[config.mk]
export PLATFORM = sky130hd
export DESIGN_NAME = tdm_demux_1x4
export DESIGN_NICKNAME = d
export VERILOG_FILES = /design/src/rtl/tdm_demux_1x4.sv
export SDC_FILE = /design/constraint.sdc
export NUM_CORES = 1
export LEC_CHECK = 0
export BUFFER_PORTS_ARGS = -buffer_cell sky130_fd_sc_hd__buf_2
export CAP_MARGIN = 20
export CORE_MARGIN = 2
export CORE_UTILIZATION = 45
export CTS_BUF_LIST = sky130_fd_sc_hd__clkbuf_4 sky130_fd_sc_hd__clkbuf_8
export DETAILED_ROUTE_END_ITERATION = 16
export PLACE_DENSITY = 0.68
export SLEW_MARGIN = 20
export SYNTH_ARGS = -nofsm -noshare
export SYNTH_HDL_FRONTEND = slang
export SYNTH_SLANG_ARGS = --single-unit
[constraint.sdc]
create_clock -name clk -period 4.9 [get_ports clk]
set_input_delay 0.245 -clock clk [delete_from_list [all_inputs] [get_ports clk]]
set_output_delay 0.245 -clock clk [all_outputs]
set_load 0.02 [all_outputs]
[src/rtl/tdm_demux_1x4.sv]
// Receive side of the 4-slot TDM link: steers beats into slots, publishes y0..y3 on the edge taking slot 3.
// No backpressure: every in_valid beat is consumed; out_valid/frame_err are 1-cycle pulses.
module tdm_demux_1x4 #(
  parameter int W = 8
) (
  input  logic         clk,
  input  logic         rst_n,
  input  logic         in_valid,
  input  logic         in_sof,
  input  logic [W-1:0] in_data,
  output logic [W-1:0] y0,
  output logic [W-1:0] y1,
  output logic [W-1:0] y2,
  output logic [W-1:0] y3,
  output logic         out_valid,
  output logic [1:0]   s,
  output logic         frame_err
);

  typedef enum logic {IDLE = 1'b0, COLLECT = 1'b1} state_t;

  state_t             state, state_nxt;
  logic [1:0]         s_nxt;
  logic [2:0][W-1:0]  shadow, shadow_nxt;
  logic [W-1:0]       y0_nxt, y1_nxt, y2_nxt, y3_nxt;
  logic               out_valid_nxt, frame_err_nxt;

  always_ff @(posedge clk or negedge rst_n) begin
    if (!rst_n) begin
      state     <= IDLE;
      s         <= 2'd0;
      shadow    <= '0;
      y0        <= '0;
      y1        <= '0;
      y2        <= '0;
      y3        <= '0;
      out_valid <= 1'b0;
      frame_err <= 1'b0;
    end else begin
      state     <= state_nxt;
      s         <= s_nxt;
      shadow    <= shadow_nxt;
      y0        <= y0_nxt;
      y1        <= y1_nxt;
      y2        <= y2_nxt;
      y3        <= y3_nxt;
      out_valid <= out_valid_nxt;
      frame_err <= frame_err_nxt;
    end
  end

  always_comb begin
    state_nxt     = state;
    s_nxt         = s;
    shadow_nxt    = shadow;
    y0_nxt        = y0;
    y1_nxt        = y1;
    y2_nxt        = y2;
    y3_nxt        = y3;
    out_valid_nxt = 1'b0;
    frame_err_nxt = 1'b0;

    if (in_valid) begin
      if (in_sof) begin
        // An SOF while collecting abandons the partial frame but still starts a new one.
        frame_err_nxt = (state == COLLECT);
        shadow_nxt[0] = in_data;
        s_nxt         = 2'd1;
        state_nxt     = COLLECT;
      end else if (state == IDLE) begin
        frame_err_nxt = 1'b1;
      end else if (s == 2'd3) begin
        y0_nxt        = shadow[0];
        y1_nxt        = shadow[1];
        y2_nxt        = shadow[2];
        y3_nxt        = in_data;
        out_valid_nxt = 1'b1;
        s_nxt         = 2'd0;
        state_nxt     = IDLE;
      end else begin
        if (s == 2'd1) shadow_nxt[1] = in_data;
        else           shadow_nxt[2] = in_data;
        s_nxt = s + 2'd1;
      end
    end
  end

endmodule

After elaboration in Yosys (flattened, before gate mapping)
Index checks and enable logic that the tools add are counted.
- input port bits: 12
- output and inout port bits: 36
- flip-flop bits (word level): 61
- logic and storage cells: 36
- add/sub/neg operators: 1
- eq/ne operators: 2
- muxes and demuxes: 13
- bitwise operators: 3
- reductions and logical operators: 6
- operators with widths (kind ; number):
    2-to-1 mux 1 bit ; 10
    AND reduction 5 bit ; 2
    2-to-1 mux 2 bit ; 3
    AND reduction 2 bit ; 2
    AND reduction 4 bit ; 1
    NOT 1 bit ; 3
    adder 2 x 1 -> 2 bit, second input constant ; 1
    == test 2 x 1 -> 1 bit, second input constant ; 1
    == test 2 bit, second input constant ; 1
    nonzero test 2 bit ; 1

Longest topological paths before layout
Gate-level depths: netlist of run 1.
- word-level depth: 5
- mapped depth: 5
- mapped depth without buffers: 5

Least setup slack after synthesis of run 1
No wires, ideal clock.
- path type: register -> register
- start point: register s[0]
- end point: register shadow[16] in the netlist's numbering
- library setup time: 125 ps
- buffers on the path: 0
- required time: 4775 ps
- clock period less this slack: 1747 ps
- cell stages (with the launch flop): 4
- arrival: 1622 ps
- path slack: 3153 ps
- cell sequence: dfrtp_1 > ha_1 > nor4b_4 > mux2_2
- word-level cells in the longest chain between the ends: 3
- elaborated cells on any way between the ends: 5
- classes of those cells: eq/ne (2); bitwise (2); reduce/logical (1)
- ends and longest elaborated chain (element ; line ; source):
    start, declared ; 16 ; output logic [1:0] s,
    start signal, assigned ; 41 ; s <= s_nxt;
    == test 2 x 1 -> 1 bit / == test 2 bit (equally long branches) ; 81, 72 ;
    NOT 1 bit (no line) ; -- ;
    AND reduction 5 bit (no line) (*) ; -- ;
    end signal, assigned ; 42 ; shadow <= shadow_nxt;
    end, declared ; 24 ; logic [2:0][W-1:0] shadow, shadow_nxt;
Mark *: on every way between the ends. The rest lies on a longest branch, timed or not.
A chain may end at the register's enable or synchronous reset.

Worst setup path after layout of run 1
- start point: register s[0]
- end point: register shadow[21] in the netlist's numbering
The elaborated chain is that of the path after synthesis.

==> results of run 1 <==
## stage by stage
step	util	area, um2
floorplan	-	2330
global placement	0.525	2650
detailed placement	0.525	2650
CTS	0.562	2830
global route	0.562	2830
finish	0.562	2830
## layout make-up
| cell class | count | area [um2] | area share |
|---|---|---|---|
| flip-flops and latches | 61 | 1530 | 0.539 |
| multi-input cells | 74 | 769 | 0.272 |
| repair buffers | 49 | 250 | 0.0883 |
| clock buffers | 13 | 179 | 0.0632 |
| well taps | 70 | 87.6 | 0.0309 |
| inverters | 4 | 15.0 | 0.00530 |
| clock inverters | 1 | 5.00 | 0.00177 |
## flip-flops by register name, summed over array words and instances (netlist names)
| name | cells |
|---|---|
| shadow | 24 |
| y0 | 8 |
| y1 | 8 |
| y2 | 8 |
| y3 | 8 |
| s | 2 |
| frame_err | 1 |
| out_valid | 1 |
| state | 1 |
## routing by layer
metal	wire [um]	share of wire	up-vias	global-route usage
li1	-	-	612	-
met1	1790	0.45	693	0.208
met2	1970	0.49	40	0.244
met3	186	0.046	8	0.0397
met4	63	0.016	0	0.0994
met5	0	0	-	0
## how the worst max path moves through the flow
stage,from,endpoint,slack (ns),depth (start not counted)
floorplan,s[0],shadow[16],3.15,3
global placement,s[0],shadow[19],3.06,3
detailed placement,s[0],shadow[18],2.98,3
CTS,s[0],shadow[21],2.98,3
global route,s[0],shadow[21],2.91,3
finish,s[0],shadow[21],3.00,3
## layout by cell type, fill, tap and decap left out, types with 2 or more instances in the layout
master / netlist / routed
clkbuf_8: 0 / 13
nor2_1: 2 / 2
dfrtp_1: 61 / 61
o21ai_0: 2 / 2
nand2_1: 3 / 3
mux2_2: 56 / 56
buf_2: 3 / 47
inv_1: 4 / 4
buf_4: 0 / 2
ha_1: 3 / 3
## power by group through the flow
stage / logic (uW) / clock network (uW) / registers, uW
after detailed placement: 586 / 0 / 825
after global routing: 628 / 433 / 843
after CTS: 588 / 414 / 819
after global placement: 572 / 0 / 813
after floorplan: 233 / 0 / 968
final: 578 / 399 / 815
## kinds of logic (layout without fill, tap and decap cells)
kind of cell	count (synthesis)	in the layout
flip-flops	61	61
multiplexers	56	56
AND/OR/NAND/NOR	12	12
buffers and inverters	7	67
adder cells (fa/ha/maj)	3	3
AO/OA/AOI/OAI	3	3
==> results.sh, run 1 <==
export IMPL_status="complete, no violations"
export IMPL_leakagePower_uw=0.00140
export IMPL_critPathArrivalTime_ns=2.10
export IMPL_antenna_left=0
export IMPL_via_per_inst=4.97
export IMPL_synth_flop_cell="dfrtp_1"
export IMPL_path_cells="ha_1 > nor4b_4 > mux2_2"
export IMPL_clock_path_buffers=2
export IMPL_yosys_area_share_simple=0.0360
export IMPL_r2r_cells=3
export IMPL_netlist_cell_type_count=16
export IMPL_total_power_uw=1790
export IMPL_synth_area_leaders="dfrtp_1 66%, mux2_2 27%, ha_1 1.6%"
export IMPL_r2r_start="s[0]"
export IMPL_num_antenna_cells=0
export IMPL_synthMuxAreaShare=0.271
export IMPL_cts_buffers=9
export IMPL_cts_max_level=3
export IMPL_path_buf_inv=0
export IMPL_syn_to_final_growth_pct=21.8
export IMPL_cp_slowest_stage_delay_ns=0.66
export IMPL_yosys_area_top_type_share=0.656
export IMPL_portBuffers=47
export IMPL_place_inst=258
export IMPL_p_int_uw=1210
export IMPL_synth_area_per_cell_um2=16.4
export IMPL_dpl_hpwl_um=2690
export IMPL_fmax_mhz=525
export IMPL_switchingPower_uw=581
export IMPL_firstDrtPassIters=4
export IMPL_fin_cells=272
export IMPL_setup_violations=0
export IMPL_cts_tree="yes"
export IMPL_synth_top_family_by_area="multiplexers"
export IMPL_start_util=0.461
export IMPL_yosys_warnings=0
export IMPL_synth_edf_count=0
export IMPL_cts_sinks=61
export IMPL_grt_max_degree=62
export IMPL_p_per_area_nw_per_um2=633
export IMPL_insertion_delay_ns=0.32
export IMPL_ir_worst_vdd_mv=0.303
export IMPL_die_w_um=75.9
export IMPL_num_vias=1353
export IMPL_dieArea_um2=5760
export IMPL_routabilityCongestion=0.693
export IMPL_grt_antenna_before_repair=0
export IMPL_dp_slack_ns=2.98
export IMPL_path_max_fanout=8
export IMPL_crit_type="reg -> reg"
export IMPL_overflow=0
export IMPL_final_setup_worst_slack_ns=3.00
export IMPL_rrSetupSlack_ns=3.00
export IMPL_track_usage=0.161
export IMPL_fin_tns_setup_ns=0
export IMPL_ys_top_cells_by_count="61 x dfrtp_1, 56 x mux2_2, 4 x inv_1"
export IMPL_post_cts_setup_buffers=0
export IMPL_p_comb_frac=0.322
export IMPL_post_route_period_util=0.388
export IMPL_power_switching_share=0.324
export IMPL_die_y_um=75.9
export IMPL_clock_power_share=0.223
export IMPL_hold_buffers=0
export IMPL_drc_errors=0
export IMPL_first_iter_violations=56
export IMPL_grt_pass1_wl_um=6540
export IMPL_final_nets=214
export IMPL_worst_slew_pin_slew_ns=0.741
export IMPL_synthCells=142
export IMPL_synth_adder_area_share=0.0161
export IMPL_hold_path_class="in -> async"
export IMPL_critPathTopFamily="simple AND/OR/NAND/NOR gates"
export IMPL_seqPwrFrac=0.455
export IMPL_path_clk_slew_ns=0.06
export IMPL_fp_coreArea_um2=5040
export IMPL_rows=26
export IMPL_cp_required_ns=5.10
export IMPL_rsz0062_at_grt="no"
export IMPL_grt_pass1_vias=1365
export IMPL_synth_compound_area_frac=0.00753
export IMPL_ys_seq_elements=61
export IMPL_fill_cells=427
export IMPL_drv_cap=0
export IMPL_synth_top_cell_by_area="dfrtp_1"
export IMPL_synth_area_um2=2330
export IMPL_r2r_end="shadow[21]"
export IMPL_final_max_slew_viol_count=0
export IMPL_period_needed_ns=1.90
export IMPL_hold_violations=0
export IMPL_clockRootBuffer="clkbuf_8"
export IMPL_startpoint_type="register"
export IMPL_io_pins=48
export IMPL_ctsResizeCount=0
export IMPL_drt_wirelength_per_cell_um=14.8
export IMPL_async_flop_share=1.00
export IMPL_cp_end_kind="register"
export IMPL_seq_area_frac_synth=0.656
export IMPL_relSlewSlack=0.506
export IMPL_hold_slack_ns=0.0773
export IMPL_yosysMostFrequentCell="dfrtp_1"
export IMPL_synth_xor_area_frac=0
export IMPL_synth_nets=157
export IMPL_totalWireLength_um=4010
export IMPL_crit_slowest_cell="nor4b_4"
export IMPL_finClkSkew_ns=0.00421
export IMPL_drive_gt1_frac=0.599
Power figures use the tool's default switching activity.
==> inputs of run 2 (changes only) <==
--- a/config.mk
+++ b/config.mk
@@ -5,13 +5,14 @@
 export SDC_FILE = /design/constraint.sdc
 export NUM_CORES = 1
 export LEC_CHECK = 0
+export ABC_AREA = 1
 export BUFFER_PORTS_ARGS = -buffer_cell sky130_fd_sc_hd__buf_2
 export CAP_MARGIN = 20
 export CORE_MARGIN = 2
 export CORE_UTILIZATION = 45
 export CTS_BUF_LIST = sky130_fd_sc_hd__clkbuf_4 sky130_fd_sc_hd__clkbuf_8
 export DETAILED_ROUTE_END_ITERATION = 16
-export PLACE_DENSITY = 0.68
+export PLACE_DENSITY = 0.7
 export SLEW_MARGIN = 20
 export SYNTH_ARGS = -nofsm -noshare
 export SYNTH_HDL_FRONTEND = slang
==> constraint.sdc (replaced) <==
create_clock -name clk -period 1.61 [get_ports clk]
set_input_delay 0.0805 -clock clk [delete_from_list [all_inputs] [get_ports clk]]
set_output_delay 0.0805 -clock clk [all_outputs]
set_load 0.02 [all_outputs]
==> run 2 against run 1 <==
Effect of this change:
- clock skew increased by 0.0030 ns
- first-iteration DRC count rose to 2.7 times the previous value
- clock power rose to 2.7 times the previous value
- via count is 37% higher
- critical endpoint is now shadow[23]
- cell area up 4.2%
==> results.sh, run 2 <==
export IMPL_num_vias=1854
export IMPL_largest_register_ffs=24
export IMPL_die_w_um=78.1
export IMPL_fmax_mhz=672
export IMPL_critPathLaunch="s[0]"
export IMPL_track_usage=0.177
export IMPL_drv_cap=0
export IMPL_cp_endpoint="shadow[23]"
export IMPL_final_cell_mix="79 x nand2_1, 61 x dfrtp_1, 47 x buf_2"
export IMPL_synth_top_cell_by_area="dfrtp_1"
export IMPL_dpl_hpwl_um=3290
export IMPL_r2r_start="s[0]"
export IMPL_clock_path_buffers=2
export IMPL_cts_sinks=61
export IMPL_io_pins=48
export IMPL_fin_tns_setup_ns=0
export IMPL_worst_slew_pin_slew_ns=0.533
export IMPL_rsz0062_at_grt="no"
export IMPL_final_max_slew_viol_count=0
export IMPL_portBuffers=47
export IMPL_ys_top_cells_by_count="80 x nand2_1, 61 x dfrtp_1, 37 x inv_1"
export IMPL_cp_end_kind="register"
export IMPL_netlist_cell_type_count=18
export IMPL_hold_violations=0
export IMPL_synth_edf_count=0
export IMPL_totalWireLength_um=4720
export IMPL_rows=26
export IMPL_synth_area_per_cell_um2=9.36
export IMPL_via_per_inst=4.75
export IMPL_post_route_period_util=0.924
export IMPL_dp_slack_ns=0.148
export IMPL_antenna_left=0
export IMPL_ys_seq_elements=61
export IMPL_drc_errors=0
export IMPL_grt_antenna_before_repair=0
export IMPL_synth_flop_cell="dfrtp_1"
export IMPL_drt_wirelength_per_cell_um=12.1
export IMPL_final_common_cell="nand2_1"
export IMPL_crit_slowest_cell="dfrtp_1"
export IMPL_cts_tree="yes"
export IMPL_fill_cells=488
export IMPL_status="complete, no violations"
export IMPL_drive_gt1_frac=0.225
export IMPL_r2r_cells=5
export IMPL_clock_power_share=0.200
export IMPL_grt_max_degree=62
export IMPL_path_max_fanout=8
export IMPL_r2r_end="shadow[23]"
export IMPL_yosysMostFrequentCell="nand2_1"
export IMPL_overflow=0
export IMPL_setup_violations=0
export IMPL_seqPwrFrac=0.453
export IMPL_synthCells=264
export IMPL_insertion_delay_ns=0.33
export IMPL_firstDrtPassIters=4
export IMPL_start_util=0.475
export IMPL_first_iter_violations=150
export IMPL_synth_area_um2=2470
export IMPL_num_antenna_cells=0
export IMPL_syn_to_final_growth_pct=19.6
export IMPL_hold_path_class="in -> reg"
export IMPL_power_switching_share=0.384
export IMPL_path_cells="ha_1 > nor2_4 > nand3_1 > nand2_1 > nand2_1"
export IMPL_seq_area_frac_synth=0.618
export IMPL_synth_area_leaders="dfrtp_1 62%, nand2_1 12%, o21ai_1 6.5%"
export IMPL_rrSetupSlack_ns=0.12
export IMPL_regMostFlops="shadow"
export IMPL_finClkSkew_ns=0.00725
export IMPL_period_needed_ns=1.49
export IMPL_cp_slowest_stage_delay_ns=0.43
export IMPL_critPathArrivalTime_ns=1.70
export IMPL_p_comb_frac=0.348
export IMPL_yosys_warnings=0
export IMPL_relSlewSlack=0.644
export IMPL_cts_max_level=3
export IMPL_clockRootBuffer="clkbuf_8"
export IMPL_synth_nets=279
export IMPL_final_nets=333
export IMPL_post_cts_setup_buffers=0
export IMPL_crit_type="reg -> reg"
export IMPL_final_setup_worst_slack_ns=0.123
export IMPL_switchingPower_uw=2100
export IMPL_cts_buffers=9
export IMPL_p_int_uw=3370
export IMPL_dieArea_um2=6100
export IMPL_grt_pass1_wl_um=8140
export IMPL_cp_required_ns=1.82
export IMPL_path_common_cell="nand2_1"
export IMPL_startpoint_type="register"
export IMPL_path_clk_slew_ns=0.06
export IMPL_die_y_um=78.1
export IMPL_routabilityCongestion=0.791
export IMPL_async_flop_share=1.00
export IMPL_leakagePower_uw=0.00164
export IMPL_p_per_area_nw_per_um2=1850
export IMPL_fp_coreArea_um2=5200
export IMPL_yosys_area_top_type_share=0.618
export IMPL_grt_pass1_vias=1660
export IMPL_ir_worst_vdd_mv=1.08
==> run 2: timing repair <==
| action | 4_1_cts | 5_1_grt |
|---|---|---|
| hold buffers | 1 | 0 |
| hold endpoints to repair | 61 | 0 |
| resized for setup | 0 | 1 |
| setup endpoints to repair | 0 | 3 |
==> run 2: routing by layer <==
metal / share of wire / global-route usage / vias to the layer above
li1: - / - / 943
met1: 0.48 / 0.252 / 855
met2: 0.44 / 0.247 / 45
met3: 0.050 / 0.0333 / 11
met4: 0.027 / 0.121 / 0
met5: 0 / 0 / -
==> run 2: cell families (layout without fill, tap and decap cells) <==
| group | Yosys count | count (layout) | synth area share |
|---|---|---|---|
| fa+ha+maj | 3 | 3 | 0.0152 |
| simple gates | 107 | 107 | 0.189 |
| flops | 61 | 61 | 0.618 |
| compound gates | 42 | 42 | 0.0851 |
| buf+inv | 51 | 107 | 0.0922 |
==> run 2: how the worst min path moves through the flow <==
stage	start	cells past startpoint	slack (ns)	end
2_1_floorplan	rst_n	0	-0.22	frame_err
3_3_place_gp	rst_n	2	0.11	y3[6]
3_5_place_dp	rst_n	2	0.11	shadow[6]
4_1_cts	in_data[6]	3	0.03	y3[6]
5_1_grt	in_data[5]	3	0.04	shadow[21]
6_report	in_data[6]	3	0.04	y3[6]
==> run 2: critical path: cells and delay by family (launching register included) <==
family | cells | cell delay (ns)
AND/OR/NAND/NOR | 4 | 0.65
flip-flops | 1 | 0.43
adder cells (fa/ha/maj) | 1 | 0.30
==> run 2: area by class of cell <==
class,instances,area (um2),share of cell area
clock buffers,10,138,0.0466
clock inverters,3,15.0,0.00508
inverters,40,150,0.0508
multi-input cells,152,721,0.244
flip-flops and latches,61,1530,0.517
well taps,70,87.6,0.0297
repair buffers,54,315,0.107
==> run 2: power by group through the flow <==
stage | Sequential (uW) | Combinational [uW] | Clock, uW
2_1_floorplan | 2910 | 825 | 0
3_3_place_gp | 2490 | 1880 | 0
3_5_place_dp | 2500 | 1910 | 0
4_1_cts | 2480 | 1920 | 1130
5_1_grt | 2570 | 2130 | 1200
6_report | 2470 | 1900 | 1090
==> run 2: through the flow <==
stage	hold WS, ns	instance area [um2]	utilization	cells	power [uW]
floorplan	-0.215	2470	-	264	3730
global placement	0.110	2790	0.536	376	4370
detailed placement	0.115	2790	0.536	376	4410
CTS	0.0309	2950	0.567	390	5530
global route	0.0425	2950	0.567	390	5890
finish	0.0383	2950	0.567	390	5470
==> inputs of run 3 (changes only) <==
--- a/config.mk
+++ b/config.mk
@@ -12,7 +12,7 @@
 export CORE_UTILIZATION = 45
 export CTS_BUF_LIST = sky130_fd_sc_hd__clkbuf_4 sky130_fd_sc_hd__clkbuf_8
 export DETAILED_ROUTE_END_ITERATION = 16
-export PLACE_DENSITY = 0.7
+export PLACE_DENSITY = 0.8
 export SLEW_MARGIN = 20
 export SYNTH_ARGS = -nofsm -noshare
 export SYNTH_HDL_FRONTEND = slang
==> run 3 against run 2 <==
Effect of this change:
- power increased by 3.6%
- cell count rose by 0.51%
- core utilization up 0.70 points
- first-iteration DRC count is 26% lower
- count of clock-buffer cells in the layout up 4
- critical path type unchanged
- largest cell class unchanged
==> results.sh, run 3 (synthesis results as in run 2) <==
export IMPL_hold_violations=0
export IMPL_critPathArrivalTime_ns=1.72
export IMPL_grt_antenna_before_repair=0
export IMPL_rsz0062_at_grt="yes"
export IMPL_cp_end_kind="register"
export IMPL_fp_coreArea_um2=5200
export IMPL_cts_buffers=9
export IMPL_final_setup_worst_slack_ns=0.115
export IMPL_setup_violations=0
export IMPL_final_cell_mix="79 x nand2_1, 61 x dfrtp_1, 47 x buf_2"
export IMPL_routabilityCongestion=0.796
export IMPL_firstDrtPassIters=4
export IMPL_hold_path_class="in -> reg"
export IMPL_relSlewSlack=0.642
export IMPL_cts_tree="yes"
export IMPL_dp_slack_ns=0.129
export IMPL_final_nets=333
export IMPL_p_per_area_nw_per_um2=1890
export IMPL_leakagePower_uw=0.00165
export IMPL_fin_area_um2=2990
export IMPL_cp_required_ns=1.84
export IMPL_path_max_fanout=8
export IMPL_post_route_period_util=0.928
export IMPL_period_needed_ns=1.49
export IMPL_track_usage=0.180
export IMPL_path_clk_slew_ns=0.06
export IMPL_grt_pass1_wl_um=8270
export IMPL_num_antenna_cells=0
export IMPL_drt_wirelength_per_cell_um=12.3
export IMPL_post_cts_setup_buffers=0
export IMPL_start_util=0.475
export IMPL_dpl_hpwl_um=3270
export IMPL_crit_type="reg -> reg"
export IMPL_totalWireLength_um=4810
export IMPL_syn_to_final_growth_pct=21.0
export IMPL_finClkSkew_ns=0.00501
export IMPL_rows=26
export IMPL_final_max_slew_viol_count=0
export IMPL_drive_gt1_frac=0.230
export IMPL_grt_max_degree=62
export IMPL_regMostFlops="shadow"
export IMPL_ir_worst_vdd_mv=0.769
export IMPL_num_vias=1832
export IMPL_overflow=0
export IMPL_total_power_uw=5660
export IMPL_fill_cells=489
export IMPL_clockRootBuffer="clkbuf_8"
export IMPL_cts_max_level=3
export IMPL_multiInputGateArea_um2=721
export IMPL_grt_pass1_vias=1719
export IMPL_dpl_cell_area_um2=2790
export IMPL_antenna_left=0
export IMPL_fin_tns_setup_ns=0
export IMPL_worst_slew_pin_slew_ns=0.535
export IMPL_seq_area_um2=1530
export IMPL_cts_sinks=61
export IMPL_via_per_inst=4.67
export IMPL_io_pins=48
export IMPL_die_y_um=78.1
export IMPL_startpoint_type="register"
export IMPL_drv_cap=0
export IMPL_final_common_cell="nand2_1"
export IMPL_first_iter_violations=111
export IMPL_portBuffers=47
export IMPL_drc_errors=0
export IMPL_die_w_um=78.1
export IMPL_dieArea_um2=6100
export IMPL_largest_register_ffs=24
export IMPL_status="complete, no violations"
export IMPL_insertion_delay_ns=0.34
export IMPL_fmax_mhz=669
export IMPL_clock_path_buffers=2
==> run 3: cell count changes in the layout (fill, tap and decap cells not counted), sizes merged <==
cell and delta:
clkinv -2, clkbuf +4
==> run 3: power breakdown <==
group	switching [uW]	internal, uW	total [uW]
Combinational	1260	689	1950
Clock	554	709	1260
Sequential	320	2130	2450
Total	2140	3530	5660
==> run 3: worst max-delay path: stages, from the launching register on <==
cell and delay, ns:
dfrtp_1 0.43, ha_1 0.30, nor2_4 0.18, nand3_1 0.28, nand2_1 0.14, nand2_1 0.06
==> run 3: cell type report <==
type                    count  area share
clock inverters             1     0.00167
well taps                  70      0.0293
inverters                  40      0.0502
repair buffers             54       0.107
clock buffers              14      0.0603
multi-input cells         152       0.241
flip-flops and latches     61       0.511
==> run 3: routing by layer <==
metal	wire [um]	vias to the layer above	GRT usage
met3	301	9	0.0678
met5	0	-	0
met1	2250	833	0.249
met4	95	0	0.0772
li1	-	943	-
met2	2160	47	0.256
==> run 3: repair_timing <==
action	4_1_cts	5_1_grt
hold buffers	1	0
setup endpoints to repair	0	17
endpoints found under the hold margin	61	0
resized for setup	0	2
==> run 3: per-stage QoR <==
| stage | util | hold WS (ns) | cells |
|---|---|---|---|
| 4_1_cts | 0.573 | 0.0212 | 392 |
| 6_report | 0.574 | 0.0363 | 392 |
| 5_1_grt | 0.574 | 0.0280 | 392 |
| 3_3_place_gp | 0.536 | 0.108 | 376 |
| 2_1_floorplan | - | -0.215 | 264 |
| 3_5_place_dp | 0.536 | 0.122 | 376 |
==> run 3: path summary, 6_finish.rpt <==
path                         endpoint  depth (start not counted)  startpoint  slack [ns]
max reg2reg                shadow[18]                          5        s[0]        0.12
min                        shadow[21]                          3  in_data[5]        0.04
max                        shadow[18]                          5        s[0]        0.12
min reg2reg                shadow[12]                          2  shadow[12]        0.48
max in group asynchronous       y1[2]                          3       rst_n        1.08
min in group asynchronous  shadow[18]                          3       rst_n        0.29
